<file path="config.mk">
export PLATFORM = sky130hd
export DESIGN_NAME = karp_out_port_buffer_flat
export DESIGN_NICKNAME = d
export VERILOG_FILES = /design/src/rtl/karp_out_port_buffer_if.sv /design/src/rtl/karp_out_port_buffer.sv /design/src/flat_wrapper.sv
export SDC_FILE = /design/constraint.sdc
export NUM_CORES = 1
export LEC_CHECK = 0
export ABC_AREA = 1
export BUFFER_PORTS_ARGS = -buffer_cell sky130_fd_sc_hd__buf_2
export CAP_MARGIN = 20
export CORE_AREA = 2 2 146 148
export DETAILED_ROUTE_END_ITERATION = 10
export DIE_AREA = 0 0 148 150
export PLACE_DENSITY = 0.46
export SYNTH_ARGS = -nofsm -noshare
export SYNTH_HDL_FRONTEND = slang
export SYNTH_SLANG_ARGS = --single-unit
</file>
<file path="constraint.sdc">
create_clock -name clk -period 4.4 [get_ports clk]
set_clock_uncertainty 0.15 [all_clocks]
set_input_delay 0.88 -clock clk [delete_from_list [all_inputs] [get_ports clk]]
set_output_delay 0.88 -clock clk [all_outputs]
set_load 0.01 [all_outputs]
</file>
<file path="src/rtl/karp_out_port_buffer_if.sv">
`default_nettype none
// karp_out_port_buffer_if: processor-side capture bus plus consumer-side valid/ready bus.
// slave is the buffer's view; master is the surrounding system's view.
interface karp_out_port_buffer_if #(
  parameter int ADDR_W = 3
);
  logic [15:0]     out_word;
  logic            out_strobe;
  logic [15:0]     dout;
  logic            dout_valid;
  logic            dout_ready;
  logic [ADDR_W:0] count;
  logic            full;
  logic            empty;
  logic            overflow;
  logic            ovf_clr;

  modport slave (
    input  out_word, out_strobe, dout_ready, ovf_clr,
    output dout, dout_valid, count, full, empty, overflow
  );

  modport master (
    output out_word, out_strobe, dout_ready, ovf_clr,
    input  dout, dout_valid, count, full, empty, overflow
  );
endinterface
`default_nettype wire

</file>
<file path="src/rtl/karp_out_port_buffer.sv">
`default_nettype none
// karp_out_port_buffer: FIFO between the Karpentium III `out` port and a valid/ready consumer.
// Optional KARP_OUT_CHANGE_DETECT_EN also captures whenever out_word differs from the last accepted word.
module karp_out_port_buffer #(
  parameter int DEPTH  = 8,
  parameter int ADDR_W = 3
) (
  input  logic                  clk,
  input  logic                  clr,
  karp_out_port_buffer_if.slave bus
);

  localparam logic [ADDR_W:0] C_FULL_CNT = (ADDR_W+1)'(DEPTH);

  logic [15:0]       mem_q [DEPTH];
  logic [ADDR_W-1:0] wr_ptr_q, wr_ptr_d;
  logic [ADDR_W-1:0] rd_ptr_q, rd_ptr_d;
  logic [ADDR_W:0]   count_q, count_d;
  logic              overflow_q, overflow_d;

  logic w_empty;
  logic w_full;
  logic w_capture;
  logic w_push;
  logic w_pop;

  assign w_empty = (count_q == '0);
  assign w_full  = (count_q == C_FULL_CNT);
  assign w_pop   = !w_empty && bus.dout_ready;
  // A full FIFO still accepts a word when the head leaves on the same edge.
  assign w_push  = w_capture && (!w_full || w_pop);

`ifdef KARP_OUT_CHANGE_DETECT_EN
  logic [15:0] last_word_q;

  assign w_capture = bus.out_strobe || (bus.out_word != last_word_q);

  // Only accepted words update the reference, so a dropped change retriggers later.
  always_ff @(posedge clk or negedge clr) begin
    if (!clr) begin
      last_word_q <= '0;
    end else if (w_push) begin
      last_word_q <= bus.out_word;
    end
  end
`else
  assign w_capture = bus.out_strobe;
`endif

  always_comb begin
    wr_ptr_d   = wr_ptr_q;
    rd_ptr_d   = rd_ptr_q;
    count_d    = count_q;
    overflow_d = overflow_q;

    if (w_push) begin
      wr_ptr_d = wr_ptr_q + ADDR_W'(1);
    end
    if (w_pop) begin
      rd_ptr_d = rd_ptr_q + ADDR_W'(1);
    end

    case ({w_push, w_pop})
      2'b10:   count_d = count_q + (ADDR_W+1)'(1);
      2'b01:   count_d = count_q - (ADDR_W+1)'(1);
      default: count_d = count_q;
    endcase

    if (bus.ovf_clr) begin
      overflow_d = 1'b0;
    end else if (w_capture && !w_push) begin
      overflow_d = 1'b1;
    end
  end

  always_ff @(posedge clk or negedge clr) begin
    if (!clr) begin
      wr_ptr_q   <= '0;
      rd_ptr_q   <= '0;
      count_q    <= '0;
      overflow_q <= 1'b0;
    end else begin
      wr_ptr_q   <= wr_ptr_d;
      rd_ptr_q   <= rd_ptr_d;
      count_q    <= count_d;
      overflow_q <= overflow_d;
    end
  end

  // Storage is deliberately unreset; it is masked by empty until written.
  always_ff @(posedge clk) begin
    if (w_push) begin
      mem_q[wr_ptr_q] <= bus.out_word;
    end
  end

  assign bus.dout       = w_empty ? 16'h0000 : mem_q[rd_ptr_q];
  assign bus.dout_valid = !w_empty;
  assign bus.count      = count_q;
  assign bus.full       = w_full;
  assign bus.empty      = w_empty;
  assign bus.overflow   = overflow_q;

endmodule
`default_nettype wire

</file>
<file path="src/flat_wrapper.sv">
// flat-port wrapper written by rule: the top's interface ports become plain ports
module karp_out_port_buffer_flat 
#(
  parameter int DEPTH  = 8,
  parameter int ADDR_W = 3
)
  (clk, clr, bus_out_word, bus_out_strobe, bus_dout_ready, bus_ovf_clr, bus_dout, bus_dout_valid, bus_count, bus_full, bus_empty, bus_overflow);
  karp_out_port_buffer_if #(.ADDR_W(ADDR_W)) bus_i ();
  input  logic clk;
  input  logic clr;
  input wire logic [$bits(bus_i.out_word)-1:0] bus_out_word;
  input wire logic [$bits(bus_i.out_strobe)-1:0] bus_out_strobe;
  input wire logic [$bits(bus_i.dout_ready)-1:0] bus_dout_ready;
  input wire logic [$bits(bus_i.ovf_clr)-1:0] bus_ovf_clr;
  output wire logic [$bits(bus_i.dout)-1:0] bus_dout;
  output wire logic [$bits(bus_i.dout_valid)-1:0] bus_dout_valid;
  output wire logic [$bits(bus_i.count)-1:0] bus_count;
  output wire logic [$bits(bus_i.full)-1:0] bus_full;
  output wire logic [$bits(bus_i.empty)-1:0] bus_empty;
  output wire logic [$bits(bus_i.overflow)-1:0] bus_overflow;
  assign bus_i.out_word = bus_out_word;
  assign bus_i.out_strobe = bus_out_strobe;
  assign bus_i.dout_ready = bus_dout_ready;
  assign bus_i.ovf_clr = bus_ovf_clr;
  assign bus_dout = bus_i.dout;
  assign bus_dout_valid = bus_i.dout_valid;
  assign bus_count = bus_i.count;
  assign bus_full = bus_i.full;
  assign bus_empty = bus_i.empty;
  assign bus_overflow = bus_i.overflow;
  karp_out_port_buffer #(.DEPTH(DEPTH), .ADDR_W(ADDR_W)) u_core (.clk(clk), .clr(clr), .bus(bus_i));
endmodule
</file>
Word-level counts from Yosys, hierarchy flattened
Memory sizes are Yosys's and may differ from the RTL's.
Index checks and enable logic that the tools add are counted.
- $add $sub $neg: 4
- eq/ne operators: 3
- muxes and demuxes: 6
- reduce and logical (&&, ||, !) cells: 10
- operators with widths (operator ; count):
    16-bit 2-to-1 mux ; 1
    4-bit one-hot mux with 2 select lines ; 1
    3-bit by 1-bit adder with 3-bit output, second input constant ; 2
    4-bit by 1-bit adder with 4-bit output, second input constant ; 1
    4-bit equality test, second input constant ; 1
    4-bit zero test ; 1
    1-bit 2-to-1 mux ; 4
    2-bit nonzero test ; 2
    4-bit by 1-bit subtractor with 4-bit output, second input constant ; 1
    1-bit logical AND ; 3
    1-bit zero test ; 3
    2-bit by 1-bit equality test with 1-bit output, second input constant ; 1
    2-bit equality test, second input constant ; 1
    1-bit logical OR ; 1
- register bits: 11
- memory bits (writable): 128
- output and inout bits: 24
- logic and storage cells: 28
- memories kept: 1
- memories (memory ; words ; bits a word ; read ports ; clocked after Yosys merged registers in ; wr ports ; RTL line ; source):
    u_core.mem_q ; 8 ; 16 ; 1 ; 0 ; 1 ; karp_out_port_buffer.sv:15 ; logic [15:0] mem_q [DEPTH];

Logic depth before layout (Yosys ltp)
Gate-level depths: netlist of run 1.
- word-level depth: 9
- gate-level depth with buffers: 13
- depth with buffers taken out: 13

Worst setup path after synthesis of run 1
OpenSTA, ideal clock, no wires.
- kind: input to register
- start point: input port bus_dout_ready
- end point: memory u_core.mem_q[0][0], enable pin
- arrival time: 2127 ps
- setup slack: 1734 ps
- cell stages on the path: 5
- path buffers: 0
- cells stage by stage: inv_1 > nand4_1 > nand2_1 > or2_1 > nor2_1
- word-level cells in the longest chain between the ends: 5
- RTL lines (item ; RTL line ; source):
    start: declaration ; flat_wrapper.sv:13 ; input wire logic [$bits(bus_i.dout_ready)-1:0] bus_dout_ready;
    1-bit logical AND ; karp_out_port_buffer.sv:29 ; assign w_pop = !w_empty && bus.dout_ready;
    1-bit logical OR ; karp_out_port_buffer.sv:31 ; assign w_push = w_capture && (!w_full || w_pop);
    1-bit logical AND ; karp_out_port_buffer.sv:31 ;
    1-bit 2-to-1 mux ; karp_out_port_buffer.sv:92 ; if (w_push) begin
    1-bit 2-to-1 mux (not written as such) ; karp_out_port_buffer.sv:93 ; mem_q[wr_ptr_q] <= bus.out_word;
    end: declaration ; karp_out_port_buffer.sv:15 ;
No other way between the ends.

Final worst setup path of run 1
- start point: register u_core.rd_ptr_q[0]
- end point: output port bus_dout[14]
- word-level cells in the longest chain between the ends: 2
- RTL lines (item ; RTL line ; source):
    start: declaration ; karp_out_port_buffer.sv:17 ; logic [ADDR_W-1:0] rd_ptr_q, rd_ptr_d;
    start signal: assignment ; karp_out_port_buffer.sv:84 ; rd_ptr_q <= rd_ptr_d;
    memory 8 x 16 bit ; n/a ;
    16-bit 2-to-1 mux ; karp_out_port_buffer.sv:97 ; assign bus.dout = w_empty ? 16'h0000 : mem_q[rd_ptr_q];
    end: declaration ; flat_wrapper.sv:15 ; output wire logic [$bits(bus_i.dout)-1:0] bus_dout;
No other way between the ends.

==> results.yml, run 1 <==
logic_synthesis:
  ys_types: 28
  yosysSeqAreaShare_pct: 72.4
  synth_area_leaders: "edfxtp_1 (68%), nor2_1 (8.2%), dfrtp_1 (4.8%)"
  netlist_instances: 465
  netlist.area_leader.share_pct: 67.5
  ys_ff_latch: 139
  syn_area_um2: 5690
  synth-async-reset-ratio_pct: 7.91
  yosys.area.top_type: "edfxtp_1"
  avgSynthCellArea_um2: 12.2
  synth_edf_count: 128
  syn-num-nets: 491
  yosysWarnings: 0
  synth-main-ff-cell: "edfxtp_1"
sta:
  fin_tns_setup_ns: 0
  setup_viol_count_final: 0
  period_share_pct: 72.5
  slew_headroom_pct: 42.5
  worst_pin_slew_ns: 0.862
  max_freq_ghz: 0.313
  slew_viol_final: 0
  period_minus_slack_ns: 3.19
  hold_viol: 0
  rsz0062_at_grt: "false"
worst_setup_path:
  cpMaxStageDelayCell: "buf_4"
  crit_buf_inv: 2
  cp_max_fo: 66
  r2r-end: "u_core.bus.count[2]"
  crit_path_end_kind: "output port"
  startpoint: "u_core.rd_ptr_q[0]"
  cp-start-kind: "flop"
  setup.worst_path.class: "reg2out"
  path_cells: "buf_4 -> o21ai_0 -> o211ai_1 -> nand2_1 -> nor2_1 -> buf_2"
  rrSetupSlack_ns: 1.65
  r2r_start: "u_core.bus.count[0]"
  cpPeakStageDelay_ns: 0.55
  crit_family: "buffers and inverters"
  crit_required_ns: 3.37
  arrival_ns: 2.16
  reg2reg_depth: 12
job:
  maxCapViolations: 0
clocking:
  tritoncts: "yes"
  htreeDepth: 4
  cts_root_buffer: "clkbuf_16"
  cts_buffers: 17
  postCtsSetupBuffers: 0
  cts_max_path_buffers: 2
  ctsHoldBuffers: 0
  clkSinkCount: 139
  worstSkewPairLatency_ns: 0.41
  ctsResizeCount: 0
  clkTransAtPathRegs_ns: 0.06
floorplan:
  die_w_um: 148
  fp-row-count: 53
  boundaryPins: 45
  die_area_um2: 22200
  fp.coreArea_um2: 20700
  die_h_um: 150
  initial_core_util_pct: 27.5
power_and_ir_drop:
  leakage_nw: 2.45
  vdd_drop_max_uv: 265
  power.density_nw_per_um2: 685
place:
  place_inst: 776
  portBuffers: 44
  gp_congestion: 0.712
  post-dp-hpwl_mm: 7.56
detailed_routing:
  drt_iter0_markers: 296
  ant_nets: 0
  drc: 0
  vias: 3566
  via_per_inst: 4.41
  drtPass1Iterations: 4
  drt-total-wl_mm: 13.2
  wire_per_inst_um: 16.3
global_route:
  track_usage_pct: 12.3
  grt_start_max_net_pins: 67
  grt_pass1_vias: 3463
  antenna_found_initial: 1
  grt_pass1_wl_mm: 20.4
  overflow: 0
run_status:
  status: "finished clean"
final_layout:
  drive_above_1_share_pct: 17.1
  final_cell_mix: "edfxtp_1 (128), nor2_1 (125), o21ai_0 (51), buf_2 (44), nand2_1 (40)"
  nets: 546
  areaGrowthSynthToFinish_pct: 19.0
  final_common_cell: "edfxtp_1"
  instances_no_fill: 809
min_path:
  hp-class: "in2async"
cell usage after synthesis, types with 2 or more instances:
| cell type | instances |
|---|---|
| edfxtp_1 | 128 |
| nor2_1 | 125 |
| o21ai_0 | 51 |
| nand2_1 | 40 |
| o211ai_1 | 16 |
| o21ai_1 | 16 |
| o22ai_1 | 16 |
| inv_1 | 13 |
| dfrtp_1 | 11 |
| clkbuf_1 | 8 |
| buf_2 | 6 |
| buf_6 | 5 |
| ha_1 | 5 |
| nand3_1 | 4 |
| buf_4 | 3 |
| xnor2_1 | 3 |
| a21oi_1 | 2 |
| inv_2 | 2 |
| xor2_1 | 2 |
registers in the layout, summed over array words and instances, names as in the netlist:
signal / cells
u_core.wr_ptr_q: 3
u_core.rd_ptr_q: 3
u_core.bus.overflow: 1
u_core.bus.count: 4
u_core.mem_q: 128
power breakdown:
group	leakage (nW)	internal, mW	switching [mW]
logic	0.896	0.526	1.04
clock network	0.260	0.826	0.484
registers	1.29	1.65	0.111
total	2.45	3.00	1.64
cells by family (layout without fill, tap and decap cells):
logic type / after synthesis / in the layout / synth area share [%]
AO/OA/AOI/OAI: 102 / 102 / 10.0
XOR/XNOR: 5 / 5 / 0.770
adder cells (fa/ha/maj): 5 / 5 / 1.10
buffers and inverters: 39 / 107 / 3.65
flip-flops: 139 / 139 / 72.4
other: 0 / 1 / 0
AND/OR/NAND/NOR: 175 / 175 / 12.0
metrics by stage:
| stage | hold slack [ns] | cell area (µm²) | utilization, % | setup WS (ns) | total power, mW |
|---|---|---|---|---|---|
| 3_3_place_gp | 0.346 | 6220 | 30.1 | 1.63 | 3.37 |
| 6_report | 0.187 | 6770 | 32.7 | 1.21 | 4.64 |
| 4_1_cts | 0.189 | 6770 | 32.7 | 1.16 | 4.72 |
| 3_5_place_dp | 0.349 | 6220 | 30.1 | 1.61 | 3.40 |
| 5_1_grt | 0.193 | 6770 | 32.7 | 1.00 | 4.97 |
| 2_1_floorplan | 0.333 | 5690 | - | 1.73 | 2.85 |
routing by layer:
| metal | global-route usage [%] | wire [µm] | up-vias |
|---|---|---|---|
| li1 | - | - | 1766 |
| met1 | 15.4 | 6010 | 1748 |
| met2 | 21.6 | 6740 | 41 |
| met3 | 2.62 | 324 | 11 |
| met4 | 3.38 | 136 | 0 |
| met5 | 0 | 0 | - |
worst max-delay path by stage:
| stage | end | slack (ns) | cells after the start |
|---|---|---|---|
| floorplan | u_core.mem_q[0][0] | 1.73 | 5 |
| global placement | bus_dout[8] | 1.63 | 6 |
| detailed placement | u_core.bus.count[2] | 1.61 | 12 |
| CTS | bus_dout[14] | 1.16 | 6 |
| global route | bus_dout[14] | 1.00 | 8 |
| finish | bus_dout[14] | 1.21 | 6 |
cell type report:
cell class / instances / area (µm²)
Clock inverter: 9 / 97.6
Tap cell: 275 / 344
Clock buffer: 23 / 448
Timing Repair Buffer: 60 / 340
Multi-Input combinational cell: 287 / 1360
Sequential cell: 139 / 4120
Antenna cell: 1 / 2.50
Inverter: 15 / 56.3
Fill cell: 2111 / 13900
Power figures use the tool's default switching activity.
==> run 2: changes to the inputs <==
--- a/config.mk
+++ b/config.mk
@@ -5,12 +5,12 @@
 export SDC_FILE = /design/constraint.sdc
 export NUM_CORES = 1
 export LEC_CHECK = 0
-export ABC_AREA = 1
+export ABC_AREA = 0
 export BUFFER_PORTS_ARGS = -buffer_cell sky130_fd_sc_hd__buf_2
 export CAP_MARGIN = 20
-export CORE_AREA = 2 2 146 148
+export CORE_AREA = 2 2 143 145
 export DETAILED_ROUTE_END_ITERATION = 10
-export DIE_AREA = 0 0 148 150
+export DIE_AREA = 0 0 145 147
 export PLACE_DENSITY = 0.46
 export SYNTH_ARGS = -nofsm -noshare
 export SYNTH_HDL_FRONTEND = slang
==> constraint.sdc (replaced) <==
create_clock -name clk -period 3.2 [get_ports clk]
set_clock_uncertainty 0.15 [all_clocks]
set_input_delay 0.64 -clock clk [delete_from_list [all_inputs] [get_ports clk]]
set_output_delay 0.64 -clock clk [all_outputs]
set_load 0.01 [all_outputs]
==> results.yml, run 2 <==
detailed_routing:
  via_per_inst: 4.46
  drt_iter0_markers: 141
  drt-total-wl_mm: 11.1
  vias: 2686
  ant_nets: 0
  drtPass1Iterations: 5
  drc: 0
  wire_per_inst_um: 18.5
final_layout:
  nets: 346
  areaGrowthSynthToFinish_pct: 21.8
  drive_above_1_share_pct: 39.2
  largest-register: "u_core.mem_q"
  diodes: 0
  final_common_cell: "edfxtp_1"
  num-fill-cells: 1901
  largest_register_ffs: 128
  final_cell_mix: "edfxtp_1 (128), buf_2 (44), mux4_2 (32), clkbuf_16 (17), a22o_1 (16)"
min_path:
  hp-class: "in2reg"
  holdCritStartpoint: "bus_ovf_clr"
worst_setup_path:
  cp-start-kind: "flop"
  crit_path_end_kind: "output port"
  path_cells: "or4_4 -> inv_2 -> nor2_1 -> buf_4 -> a22o_1 -> buf_2"
  setup.worst_path.class: "reg2out"
  cp_max_fo: 16
  cpPeakStageDelay_ns: 0.60
  crit_family: "simple AND/OR/NAND/NOR gates"
  crit_required_ns: 2.41
  arrival_ns: 2.24
  r2r_start: "u_core.bus.count[2]"
  crit_buf_inv: 3
  cpMaxStageDelayCell: "or4_4"
  startpoint: "u_core.bus.count[2]"
clocking:
  htreeDepth: 4
  tritoncts: "yes"
  clkTransAtPathRegs_ns: 0.06
  postCtsSetupBuffers: 0
  worstSkewPairLatency_ns: 0.42
  cts_root_buffer: "clkbuf_16"
  clkSinkCount: 139
  cts_buffers: 17
  cts_max_path_buffers: 2
floorplan:
  die_h_um: 147
  die_w_um: 145
  fp-row-count: 52
  initial_core_util_pct: 27.5
  fp.coreArea_um2: 19800
  die_area_um2: 21300
  boundaryPins: 45
sta:
  setup_viol_count_final: 0
  hold_viol: 0
  slew_viol_final: 0
  worst_pin_slew_ns: 0.659
  fin_tns_setup_ns: 0
  slew_headroom_pct: 55.8
  rsz0062_at_grt: "false"
  period_share_pct: 94.8
  max_freq_ghz: 0.330
  period_minus_slack_ns: 3.03
logic_synthesis:
  ys_types: 37
  netlist_instances: 257
  ys_ff_latch: 139
  syn_area_um2: 5460
  syn-num-nets: 283
  synth_area_leaders: "edfxtp_1 (70%), mux4_2 (13%), dfrtp_1 (5.0%)"
  yosys.area.top_type: "edfxtp_1"
  yosysSeqAreaShare_pct: 75.4
  netlist.area_leader.share_pct: 70.4
  synth_common_cells: "edfxtp_1 (128), mux4_2 (32), a22o_1 (16)"
  synth-async-reset-ratio_pct: 7.91
  synth_edf_count: 128
  synth.most_common_cell: "edfxtp_1"
  avgSynthCellArea_um2: 21.2
  synth-main-ff-cell: "edfxtp_1"
  yosysWarnings: 0
power_and_ir_drop:
  switching_share_pct: 30.1
  power_frac_seq_pct: 39.4
  power.density_nw_per_um2: 938
  p_switching_mw: 1.88
  power_frac_clock_pct: 29.4
  total_power_mw: 6.24
  p_int_mw: 4.36
  leakage_nw: 2.26
  vdd_drop_max_uv: 429
  power.share.combinational_pct: 31.1
global_route:
  antenna_found_initial: 0
  overflow: 0
  grt_pass1_wl_mm: 17.2
  grt_pass1_vias: 2883
  track_usage_pct: 11.2
  grt_start_max_net_pins: 33
place:
  post-dp-hpwl_mm: 6.49
  portBuffers: 44
  gp_congestion: 0.721
run_status:
  status: "finished clean"
job:
  maxCapViolations: 0
## run 2: area by class of cell
class	count	area, µm²	share of cell area, %
timing repair buffer	58	340	5.12
inverter	6	22.5	0.339
clock buffer	18	429	6.45
clock inverter	13	128	1.92
tap	270	338	5.08
multi-input combinational	98	1270	19.2
sequential	139	4120	61.9
## run 2: stage by stage
stage | hold slack [ns] | util [%] | instances | area (µm²) | setup slack (ns)
6_report | 0.214 | 33.5 | 602 | 6650 | 0.167
4_1_cts | 0.193 | 33.5 | 602 | 6650 | 0.0645
2_1_floorplan | 0.194 | - | 257 | 5460 | 0.106
5_1_grt | 0.194 | 33.5 | 602 | 6650 | 0.0182
3_5_place_dp | 0.333 | 30.6 | 570 | 6080 | 0.223
3_3_place_gp | 0.328 | 30.6 | 570 | 6080 | 0.354
## run 2: kinds of logic after synthesis
logic type,Yosys count,synth area share (%)
muxes,36,14.0
adders and majority gates,5,1.15
xor gates and xnor gates,7,1.12
AOI/OAI and AO/OA,26,3.96
and+or+nand+nor,24,2.57
buffers and inverters,20,1.76
DFF,139,75.4
## run 2: worst paths after layout
path	endpoint	slack, ns	cells after the start
worst max-delay path	bus_dout[13]	0.17	6
worst min-delay path	u_core.bus.overflow	0.21	2
worst max register to register	u_core.bus.count[3]	0.22	6
worst min register to register	u_core.rd_ptr_q[2]	0.34	1
max in group asynchronous	u_core.rd_ptr_q[0]	2.20	2
min in group asynchronous	u_core.bus.count[2]	0.47	2
## run 2: timing repair
item / CTS / global route
hold buffers: 1 / 0
setup endpoints to repair: 0 / 2
resized for setup: 0 / 1
hold endpoints to repair: 11 / 0
## run 2: power by group through the flow
stage	clock network, mW	registers, mW	logic [mW]
2_1_floorplan	0	2.46	1.34
3_3_place_gp	0	2.48	2.00
3_5_place_dp	0	2.50	2.01
4_1_cts	1.89	2.46	2.02
5_1_grt	1.96	2.50	2.14
6_report	1.84	2.46	1.94
## run 2: routing by layer
metal	wire [µm]	global-route usage, %
met1	5030	14.2
met2	5340	17.7
met5	0	0
met4	207	4.75
met3	574	3.66
## run 2: worst register-to-register path, cell delays in order, from the launching register on
cell,delay (ns)
dfrtp_1,0.46
or4b_1,0.64
o21ai_2,0.20
ha_1,0.29
or3b_2,0.48
a2111oi_0,0.44
o221ai_1,0.18
==> run 3: changes to the inputs <==
--- a/config.mk
+++ b/config.mk
@@ -5,13 +5,12 @@
 export SDC_FILE = /design/constraint.sdc
 export NUM_CORES = 1
 export LEC_CHECK = 0
-export ABC_AREA = 0
 export BUFFER_PORTS_ARGS = -buffer_cell sky130_fd_sc_hd__buf_2
 export CAP_MARGIN = 20
 export CORE_AREA = 2 2 143 145
 export DETAILED_ROUTE_END_ITERATION = 10
 export DIE_AREA = 0 0 145 147
-export PLACE_DENSITY = 0.46
+export PLACE_DENSITY = 0.48
 export SYNTH_ARGS = -nofsm -noshare
 export SYNTH_HDL_FRONTEND = slang
 export SYNTH_SLANG_ARGS = --single-unit
==> constraint.sdc (replaced) <==
create_clock -name clk -period 2.4 [get_ports clk]
set_clock_uncertainty 0.15 [all_clocks]
set_input_delay 0.48 -clock clk [delete_from_list [all_inputs] [get_ports clk]]
set_output_delay 0.48 -clock clk [all_outputs]
set_load 0.01 [all_outputs]
==> results.yml, run 3 (synthesis gave the netlist of run 2 again) <==
run_status:
  status: "finished with violations"
  violations: "negative setup slack"
place:
  post-dp-hpwl_mm: 6.41
  portBuffers: 44
  place_area_um2: 6340
  gp_congestion: 0.717
  place_inst: 585
clocking:
  cts_max_path_buffers: 2
  worstSkewPairLatency_ns: 0.41
  cts_root_buffer: "clkbuf_16"
  clkTransAtPathRegs_ns: 0.06
  tritoncts: "yes"
  htreeDepth: 4
  clkSinkCount: 139
  cts_buffers: 17
floorplan:
  fp.coreArea_um2: 19800
  fp-row-count: 52
  die_w_um: 145
  die_area_um2: 21300
  initial_core_util_pct: 27.5
  boundaryPins: 45
  die_h_um: 147
detailed_routing:
  drtPass1Iterations: 4
  wire_per_inst_um: 18.0
  vias: 2740
  drt-total-wl_mm: 11.3
  via_per_inst: 4.38
  drc: 0
  drt_iter0_markers: 189
  ant_nets: 0
global_route:
  grt_pass1_vias: 3016
  overflow: 0
  track_usage_pct: 11.2
  grt_start_max_net_pins: 33
  antenna_found_initial: 1
  grt_pass1_wl_mm: 17.5
power_and_ir_drop:
  vdd_drop_max_uv: 689
  leakage_nw: 2.44
  power.density_nw_per_um2: 1260
sta:
  hold_viol: 0
  slew_viol_final: 0
  setup_ws_ns: -0.357
  rsz0062_at_grt: "true"
  slew_headroom_pct: 74.4
  period_minus_slack_ns: 2.76
  max_freq_ghz: 0.363
  worst_pin_slew_ns: 0.383
  period_share_pct: 115
  setup_viol_count_final: 20
worst_setup_path:
  r2r_start: "u_core.bus.count[2]"
  reg2reg_depth: 7
  r2r-end: "u_core.bus.count[3]"
  crit_path_end_kind: "output port"
  crit_required_ns: 1.77
  arrival_ns: 2.13
  rrSetupSlack_ns: -0.08
  cp_max_fo: 8
  cp-start-kind: "flop"
  setup.worst_path.class: "reg2out"
final_layout:
  largest-register: "u_core.mem_q"
  finalInstanceArea_um2: 7090
  final_cell_mix: "edfxtp_1 (128), buf_2 (40), mux4_2 (32), buf_4 (21), clkbuf_16 (18)"
  num-fill-cells: 1858
  drive_above_1_share_pct: 46.2
  regArea_um2: 4120
  instances_no_fill: 626
  largest_register_ffs: 128
  areaGrowthSynthToFinish_pct: 29.8
  nets: 368
  final_common_cell: "edfxtp_1"
  multi_input_area_um2: 1360
min_path:
  hold_path_depth: 2
  min_to: "u_core.bus.overflow"
  holdCritStartpoint: "bus_ovf_clr"
  hp-class: "in2reg"
job:
  maxCapViolations: 0
run 3: cell count changes in the layout (fill, tap and decap cells not counted), moves of 2 or more:
cell | before | now
buf_4 | 12 | 21
buf_12 | 1 | 9
buf_6 | 0 | 8
or4b_4 | 0 | 2
inv_4 | 0 | 2
buf_2 | 44 | 40
clkinv_1 | 3 | 1
run 3: how the worst max path moves through the flow:
stage,startpoint,endpoint,cells past startpoint,slack (ns)
after floorplan,u_core.bus.count[1],u_core.bus.count[3],8,-0.36
after global placement,u_core.bus.count[2],u_core.bus.count[2],10,-0.05
after detailed placement,u_core.bus.count[2],u_core.bus.count[2],10,-0.14
after CTS,u_core.bus.count[3],bus_dout[15],7,-0.39
after global routing,u_core.bus.count[3],bus_dout[15],7,-0.43
final,u_core.bus.count[3],bus_dout[15],7,-0.36
run 3: layout make-up:
type	instances	share of cell area, %
Sequential cell	139	58.1
Multi-Input combinational cell	98	19.2
Timing Repair Buffer	80	9.36
Clock buffer	17	6.00
Tap cell	270	4.77
Clock inverter	15	2.12
Inverter	6	0.388
Antenna cell	1	0.0353
run 3: critical path, cell delays in order (launching register included):
cell,delay [ns]
dfrtp_1,0.39
or4_4,0.53
buf_6,0.14
inv_4,0.05
nor2_4,0.05
buf_12,0.16
a22o_1,0.25
buf_2,0.14
run 3: per-layer routing:
layer	wire (µm)	vias up	global-route usage (%)
met5	0	-	0
met2	5950	52	19.0
met4	87	0	3.76
met3	438	8	3.51
met1	4810	1437	13.7
li1	-	1243	-
run 3: through the flow:
stage / hold slack, ns / util (%) / TNS, ns / setup WS, ns / power (mW)
2_1_floorplan: 0.0344 / - / -7.47 / -0.363 / 5.12
3_3_place_gp: 0.214 / 31.9 / -0.0839 / -0.0485 / 6.27
3_5_place_dp: 0.219 / 31.9 / -0.216 / -0.144 / 6.31
4_1_cts: 0.0451 / 35.4 / -5.84 / -0.388 / 9.01
5_1_grt: 0.0551 / 35.7 / -8.58 / -0.427 / 9.41
6_report: 0.0613 / 35.7 / -5.47 / -0.357 / 8.90
run 3: repair_timing:
action,CTS,global route
hold buffers,1,0
gates cloned,1,0
hold endpoints to repair,11,0
setup buffers,4,3
pin swaps,2,1
endpoints found under the setup margin,20,22
gates resized for setup,11,11
run 3: power by group:
group	switching, mW	total (mW)	internal (mW)
Sequential	0.197	3.28	3.08
Combinational	1.52	3.15	1.63
Clock	0.955	2.48	1.52
